$ cat config.mk
export PLATFORM = sky130hd
export DESIGN_NAME = bits_correlator_multi
export DESIGN_NICKNAME = d
export VERILOG_FILES = /design/src/rtl/bits_corr_pkg.sv /design/src/rtl/bits_popcount.sv /design/src/rtl/bits_correlator_multi.sv
export SDC_FILE = /design/constraint.sdc
export NUM_CORES = 2
export LEC_CHECK = 0
export ABC_AREA = 1
export CAP_MARGIN = 20
export CORE_UTILIZATION = 25
export CTS_CLUSTER_DIAMETER = 30
export DETAILED_ROUTE_END_ITERATION = 7
export PLACE_DENSITY = 0.43
export SYNTH_ARGS = -nofsm -noshare
export SYNTH_HDL_FRONTEND = slang
export SYNTH_SLANG_ARGS = --single-unit
$ cat constraint.sdc
create_clock -name clk -period 7.8 [get_ports clk]
set_input_delay 1.95 -clock clk [delete_from_list [all_inputs] [get_ports clk]]
set_output_delay 1.95 -clock clk [all_outputs]
set_load 0.01 [all_outputs]
$ cat src/rtl/bits_corr_pkg.sv
// Shared widths, mask helper and score/polarity payload for the multi-pattern bit correlator.
package bits_corr_pkg;

   // Largest window length the mask helper and score payload are sized for
   localparam int unsigned MAX_LENGTH = 256;

   // Width needed to count 0..length
   function automatic int unsigned cw_f(input int unsigned length);
      return 32'($clog2(length + 1));
   endfunction

   // Index width for n items, never narrower than one bit
   function automatic int unsigned iw_f(input int unsigned n);
      return (n <= 1) ? 32'd1 : 32'($clog2(n));
   endfunction

   localparam int unsigned MAX_CW = cw_f(MAX_LENGTH);

   // Thermometer mask with bits [n-1:0] set; n >= MAX_LENGTH yields all ones
   function automatic logic [MAX_LENGTH-1:0] mask_f(input int unsigned n);
      logic [MAX_LENGTH-1:0] ones;
      ones = '1;
      return ~(ones << n);
   endfunction

   // Per-correlator best-of-both-polarities result
   typedef struct packed {
      logic              pol;
      logic [MAX_CW-1:0] score;
   } score_pol_t;

endpackage

$ cat src/rtl/bits_popcount.sv
// Two-stage registered popcount: per-slice counts, then slice sum, with valid/length passthrough.
module bits_popcount
   import bits_corr_pkg::*;
#(
   parameter  int unsigned LENGTH = 64,
   parameter  int unsigned SLICE  = 16,
   localparam int unsigned CW     = cw_f(LENGTH)
) (
   input  logic              clk,
   input  logic              rst,
   input  logic              in_vld,
   input  logic [LENGTH-1:0] in_vec,
   input  logic [CW-1:0]     in_len,
   output logic              out_vld,
   output logic [CW-1:0]     out_sum,
   output logic [CW-1:0]     out_len
);

   localparam int unsigned NS = LENGTH / SLICE;
   localparam int unsigned SW = cw_f(SLICE);

   logic [SW-1:0] slice_c [NS];
   logic [SW-1:0] slice_q [NS];
   logic [CW-1:0] len_q;
   logic          vld_q;
   logic [CW-1:0] sum_c;

   // First-level counts, one per slice
   for (genvar s = 0; s < NS; s++) begin : g_slice
      assign slice_c[s] = SW'($countones(in_vec[s*SLICE +: SLICE]));
   end

   // Second-level sum of registered slice counts
   always_comb begin
      sum_c = '0;
      for (int s = 0; s < int'(NS); s++) begin
         sum_c = sum_c + CW'(slice_q[s]);
      end
   end

   // Pipeline registers; data only moves with its valid so results hold between strobes
   always_ff @(posedge clk) begin
      if (rst) begin
         vld_q   <= 1'b0;
         len_q   <= '0;
         out_vld <= 1'b0;
         out_sum <= '0;
         out_len <= '0;
         for (int s = 0; s < int'(NS); s++) begin
            slice_q[s] <= '0;
         end
      end else begin
         vld_q   <= in_vld;
         out_vld <= vld_q;
         if (in_vld) begin
            slice_q <= slice_c;
            len_q   <= in_len;
         end
         if (vld_q) begin
            out_sum <= sum_c;
            out_len <= len_q;
         end
      end
   end

endmodule

$ cat src/rtl/bits_correlator_multi.sv
// Sliding-window bit correlator against NUM_CORR programmable patterns with polarity-aware argmax detector and hold-off.
module bits_correlator_multi
   import bits_corr_pkg::*;
#(
   parameter  int unsigned LENGTH   = 64,
   parameter  int unsigned NUM_CORR = 4,
   parameter  int unsigned SLICE    = 16,
   parameter  int unsigned HW       = 16,
   localparam int unsigned CW       = cw_f(LENGTH),
   localparam int unsigned IW       = iw_f(NUM_CORR)
) (
   input  logic                   clk,
   input  logic                   rst,
   input  logic                   in_dat,
   input  logic                   in_vld,
   input  logic                   cfg_we,
   input  logic [IW-1:0]          cfg_idx,
   input  logic [LENGTH-1:0]      cfg_coeff,
   input  logic [CW-1:0]          cfg_len,
   input  logic [CW-1:0]          threshold,
   input  logic [HW-1:0]          holdoff,
   output logic [NUM_CORR*CW-1:0] corr_dat,
   output logic                   corr_vld,
   output logic                   det_vld,
   output logic [IW-1:0]          det_idx,
   output logic [CW-1:0]          det_score,
   output logic                   det_pol
);

   localparam logic [CW-1:0] LEN_MAX = CW'(LENGTH);

   logic [LENGTH-1:0] win;
   logic              win_vld;

   logic [LENGTH-1:0] coeff_q [NUM_CORR];
   logic [CW-1:0]     len_q   [NUM_CORR];
   logic [CW-1:0]     len_clamp;

   logic [LENGTH-1:0] agree_c [NUM_CORR];
   logic [LENGTH-1:0] agree_q [NUM_CORR];
   logic [CW-1:0]     alen_q  [NUM_CORR];
   logic              agree_vld;

   logic [CW-1:0]       cnt     [NUM_CORR];
   logic [CW-1:0]       cnt_len [NUM_CORR];
   logic [NUM_CORR-1:0] cnt_vld;
   logic                s3_vld;

   logic [CW-1:0] dis_c [NUM_CORR];
   score_pol_t    sp    [NUM_CORR];

   logic          found;
   logic [CW-1:0] best_score;
   logic [IW-1:0] best_idx;
   logic          best_pol;
   logic          det_fire;
   logic [HW-1:0] hold_q;

   // Sample window, newest bit at position 0
   always_ff @(posedge clk) begin
      if (rst) begin
         win     <= '0;
         win_vld <= 1'b0;
      end else begin
         win_vld <= in_vld;
         if (in_vld) begin
            win <= {win[LENGTH-2:0], in_dat};
         end
      end
   end

   assign len_clamp = (cfg_len > LEN_MAX) ? LEN_MAX : cfg_len;

   // Pattern store; indices that match no correlator are dropped
   always_ff @(posedge clk) begin
      if (rst) begin
         for (int k = 0; k < int'(NUM_CORR); k++) begin
            coeff_q[k] <= '0;
            len_q[k]   <= '0;
         end
      end else if (cfg_we) begin
         for (int k = 0; k < int'(NUM_CORR); k++) begin
            if (cfg_idx == IW'(k)) begin
               coeff_q[k] <= cfg_coeff;
               len_q[k]   <= len_clamp;
            end
         end
      end
   end

   // Stage 1 agree vectors restricted to each active length
   always_comb begin
      for (int k = 0; k < int'(NUM_CORR); k++) begin
         agree_c[k] = ~(win ^ coeff_q[k]) & LENGTH'(mask_f(32'(len_q[k])));
      end
   end

   // Stage 1 register, pattern length travels with its agree vector
   always_ff @(posedge clk) begin
      if (rst) begin
         agree_vld <= 1'b0;
         for (int k = 0; k < int'(NUM_CORR); k++) begin
            agree_q[k] <= '0;
            alen_q[k]  <= '0;
         end
      end else begin
         agree_vld <= win_vld;
         if (win_vld) begin
            agree_q <= agree_c;
            alen_q  <= len_q;
         end
      end
   end

   // Stages 2-3: one popcount pipeline per correlator
   for (genvar k = 0; k < NUM_CORR; k++) begin : g_corr
      bits_popcount #(
         .LENGTH (LENGTH),
         .SLICE  (SLICE)
      ) u_popcount (
         .clk     (clk),
         .rst     (rst),
         .in_vld  (agree_vld),
         .in_vec  (agree_q[k]),
         .in_len  (alen_q[k]),
         .out_vld (cnt_vld[k]),
         .out_sum (cnt[k]),
         .out_len (cnt_len[k])
      );
      assign corr_dat[k*CW +: CW] = cnt[k];
   end

   assign s3_vld   = &cnt_vld;
   assign corr_vld = s3_vld;

   // Stage 3 score: better of direct and inverted agreement, ties count as direct
   always_comb begin
      for (int k = 0; k < int'(NUM_CORR); k++) begin
         sp[k]       = '0;
         dis_c[k]    = cnt_len[k] - cnt[k];
         sp[k].pol   = dis_c[k] > cnt[k];
         sp[k].score = MAX_CW'(sp[k].pol ? dis_c[k] : cnt[k]);
      end
   end

   // Argmax over enabled candidates; strict compare keeps the lowest index on ties
   always_comb begin
      found      = 1'b0;
      best_score = '0;
      best_idx   = '0;
      best_pol   = 1'b0;
      for (int k = 0; k < int'(NUM_CORR); k++) begin
         if ((cnt_len[k] != '0) && (CW'(sp[k].score) >= threshold) &&
             (!found || (CW'(sp[k].score) > best_score))) begin
            found      = 1'b1;
            best_score = CW'(sp[k].score);
            best_idx   = IW'(k);
            best_pol   = sp[k].pol;
         end
      end
   end

   assign det_fire = s3_vld && found && (threshold != '0) && (hold_q == '0);

   // Stage 4 detector outputs and hold-off counter, advanced only by valid samples
   always_ff @(posedge clk) begin
      if (rst) begin
         det_vld   <= 1'b0;
         det_idx   <= '0;
         det_score <= '0;
         det_pol   <= 1'b0;
         hold_q    <= '0;
      end else begin
         det_vld <= det_fire;
         if (det_fire) begin
            det_idx   <= best_idx;
            det_score <= best_score;
            det_pol   <= best_pol;
         end
         if (s3_vld) begin
            if (det_fire) begin
               hold_q <= holdoff;
            end else if (hold_q != '0) begin
               hold_q <= hold_q - HW'(1);
            end
         end
      end
   end

endmodule

==> out/qor.yml <==
cts:
  clk_latency_ns: 0.84
  numCtsBuffers: 235
  cts_hold_buffers: 0
  cts-root-buf: "clkbuf_16"
  clock-sinks: 827
  tritoncts: "done"
  cts_max_level: 4
  clk_pin_slew_worst_paths_ns: 0.04
  cts_buffer_depth: 3
placement:
  pre_cts_slack_ns: 0.00517
  portBuffers: 140
  hpwl_um: 137000
  gp_congestion: 0.927
  post-place-cells: 7826
cells_and_area:
  fill_cells: 19100
  nets: 6276
  drive_gt1_share_pct: 11.2
  register_area_um2: 19100
  multi_input_comb_area_um2: 23600
  stdcell_count: 8296
  fin_util_pct: 32.7
  syn2layout_area_growth_pct: 29.8
synth:
  synth.avg_cell_area_um2: 8.64
  netlist_area_um2: 46200
  ys.flop_type: "dfxtp_1"
  synth_edf_count: 256
  async_flop_share_pct: 0
  synth_area_leaders: "dfxtp_1, edfxtp_1, ha_1, fa_1, inv_1"
  syn_inst: 5348
  synth_top_area_cell: "dfxtp_1"
  yosysSeqAreaShare_pct: 41.4
  synth_fp_nets: 6007
  ys_ff_latch: 827
  ys_types: 57
  yosysTopAreaCellShare_pct: 24.7
  synth_warnings: 0
die:
  start_util_pct: 25.2
  core-area_um2: 183000
  die_area_um2: 187000
  dieHeight_um: 432
  die_w_um: 432
  rows: 157
  ioPinCount: 141
worst_setup_path:
  path_class: "reg -> reg"
  endpoint: "det_score[3]$_SDFFE_PP0P_"
  cp-startpoint: "g_corr[0].u_popcount.out_len[0]$_SDFFE_PP0P_"
  r2r_setup_slack_ns: 0.60
  cp_data_required_time_ns: 8.49
  end_kind: "flip-flop"
  critical_path_arrival_ns: 7.89
  cp_common_cell: "nand2_1"
  cp_slowest_cell: "fa_2"
  slowest_delay_ns: 0.40
  cp_max_fo: 8
  worstSetupStartpointType: "flip-flop"
  r2r_end: "det_score[3]$_SDFFE_PP0P_"
  timing.rr.start: "g_corr[0].u_popcount.out_len[0]$_SDFFE_PP0P_"
  reg2reg_depth: 60
drt:
  routed_via_density: 4.63
  wire_per_inst_um: 22.4
  drc_errors: 0
  finalWirelength_um: 186000
  num_vias: 38400
  drt_iter0_drc: 3348
  dr.pass1.iters: 6
  detail-route-antenna-nets: 0
global_routing:
  overflow: 0
  grt_pass1_wl_um: 268000
  grt_pass1_vias: 37700
  grt_usage_pct: 19.7
  grt_max_degree: 145
  antenna_found_initial: 6
power_and_ir_drop:
  p_per_area_nw_per_um2: 294
  leakage_nw: 27.2
  irDropWorstVdd_uv: 207
  p_total_w: 0.0176
timing:
  worstMarginPinSlew_ns: 1.13
  drv_slew: 0
  period_share_pct: 92.3
  setup_viol: 0
  clock.fmax_mhz: 139
  worst_slack_ns: 0.603
  relSlewSlack_pct: 24.1
  skew_ns: 0.0936
  finalCriticalPeriod_ns: 7.20
  finalHoldViolCount: 0
min_path:
  hp-class: "reg -> reg"
run:
  maxCapViolations: 0
run_status:
  outcome: "finished, final reports clean"
-- report_power, final --
part	internal (W)	switching, W	leakage, nW
logic	0.000793	0.00149	15.8
clock network	0.00753	0.00308	4.30
registers	0.00463	0.000124	7.15
total	0.0130	0.00470	27.2
-- state kept, by name, summed over array words and instances (netlist names), 28 cells and up --
register	count
len_q	28
g_corr.u_popcount.slice_q	80
g_corr.u_popcount.len_q	28
g_corr.u_popcount.out_sum	28
agree_q	256
g_corr.u_popcount.out_len	28
coeff_q	256
alen_q	28
win	64
-- routing by layer --
metal | global-route usage (%) | wire, um
met5 | 0 | 43
met4 | 6.81 | 6410
met3 | 3.50 | 11400
met2 | 31.1 | 83000
met1 | 26.9 | 85000
-- per-stage QoR --
stage                     setup TNS, ns  hold slack [ns]  cell area (um^2)
after floorplan                       0            0.427             46200
after CTS                             0            0.437             59500
final                                 0            0.438             60000
after detailed placement              0            0.448             50600
after global placement          -0.0653            0.440             50600
after global routing             -0.221            0.467             60000
-- cell usage after synthesis (10+ instances only) --
cell / instances
inv_1: 765
nor2_1: 737
nand2_1: 594
dfxtp_1: 571
o21ai_0: 466
a21oi_1: 397
ha_1: 350
edfxtp_1: 256
nand3_1: 246
fa_1: 208
clkbuf_1: 174
xor2_1: 78
xnor2_1: 73
a32o_1: 50
o211ai_1: 46
o31ai_1: 36
o22ai_1: 32
buf_1: 27
o2111ai_1: 27
clkinv_1: 17
nand4_1: 16
nor3_1: 16
a22o_1: 15
a32oi_1: 15
buf_2: 13
or2_2: 13
o21ai_1: 10
-- layout by cell type (no fill, tap or decap), drive strengths merged, types with 32 or more instances in the layout --
| cell type | Yosys | routed |
|---|---|---|
| bufinv | 0 | 51 |
| dfxtp | 571 | 571 |
| nand3 | 248 | 248 |
| buf | 47 | 115 |
| clkdlybuf4s50 | 0 | 138 |
| xnor2 | 73 | 73 |
| o21ai | 482 | 482 |
| inv | 772 | 775 |
| edfxtp | 256 | 256 |
| clkinv | 17 | 100 |
| nand2 | 604 | 605 |
| ha | 350 | 350 |
| o211ai | 46 | 46 |
| nor2 | 748 | 748 |
| o22ai | 32 | 32 |
| o31ai | 36 | 36 |
| clkbuf | 175 | 288 |
| xor2 | 78 | 78 |
| a21oi | 397 | 397 |
| a32o | 50 | 50 |
| fa | 208 | 208 |
-- worst min path at each step --
stage	startpoint	to	slack (ns)	depth (start not counted)
finish	g_corr[3].u_popcount.len_q[2]$_SDFFE_PP0P_	g_corr[3].u_popcount.out_len[2]$_SDFFE_PP0P_	0.44	2
global route	g_corr[3].u_popcount.len_q[2]$_SDFFE_PP0P_	g_corr[3].u_popcount.out_len[2]$_SDFFE_PP0P_	0.47	2
CTS	g_corr[3].u_popcount.len_q[2]$_SDFFE_PP0P_	g_corr[3].u_popcount.out_len[2]$_SDFFE_PP0P_	0.44	2
detailed placement	agree_q[97]$_SDFFE_PP0P_	agree_q[97]$_SDFFE_PP0P_	0.45	2
global placement	agree_q[101]$_SDFFE_PP0P_	agree_q[101]$_SDFFE_PP0P_	0.44	2
floorplan	agree_q[101]$_SDFFE_PP0P_	agree_q[101]$_SDFFE_PP0P_	0.43	2
-- cell families (layout without fill, tap and decap cells) --
family,Yosys count,count (layout),synth area share (%)
simple gates,1669,1670,14.9
compound gates,1132,1132,14.1
buf+inv,1011,1492,8.37
flops,827,827,41.4
fa+ha+maj,558,558,18.5
xor+xnor,151,151,2.86
other cells,0,2,0
-- cell type report --
class	count	area share [%]
tap	2464	5.14
timing repair buffer	253	3.86
inverter	789	4.97
multi-input combinational	3511	39.3
clock buffer	288	10.8
clock inverter	162	4.07
sequential	827	31.9
antenna	2	0.00834
-- what timing repair did --
| item | CTS | global route |
|---|---|---|
| setup buffers | 0 | 16 |
| endpoints found under the hold margin | 0 | 0 |
| setup endpoints to repair | 0 | 10 |
| gates resized for setup | 0 | 73 |
-- critical path, delay by kind of cell, from the launching register on --
kind,cells,cell delay (ns)
buf+inv,10,0.86
compound gates,5,0.62
flops,1,0.30
fa+ha+maj,7,1.78
simple gates,38,3.56
Power figures use the tool's default switching activity.
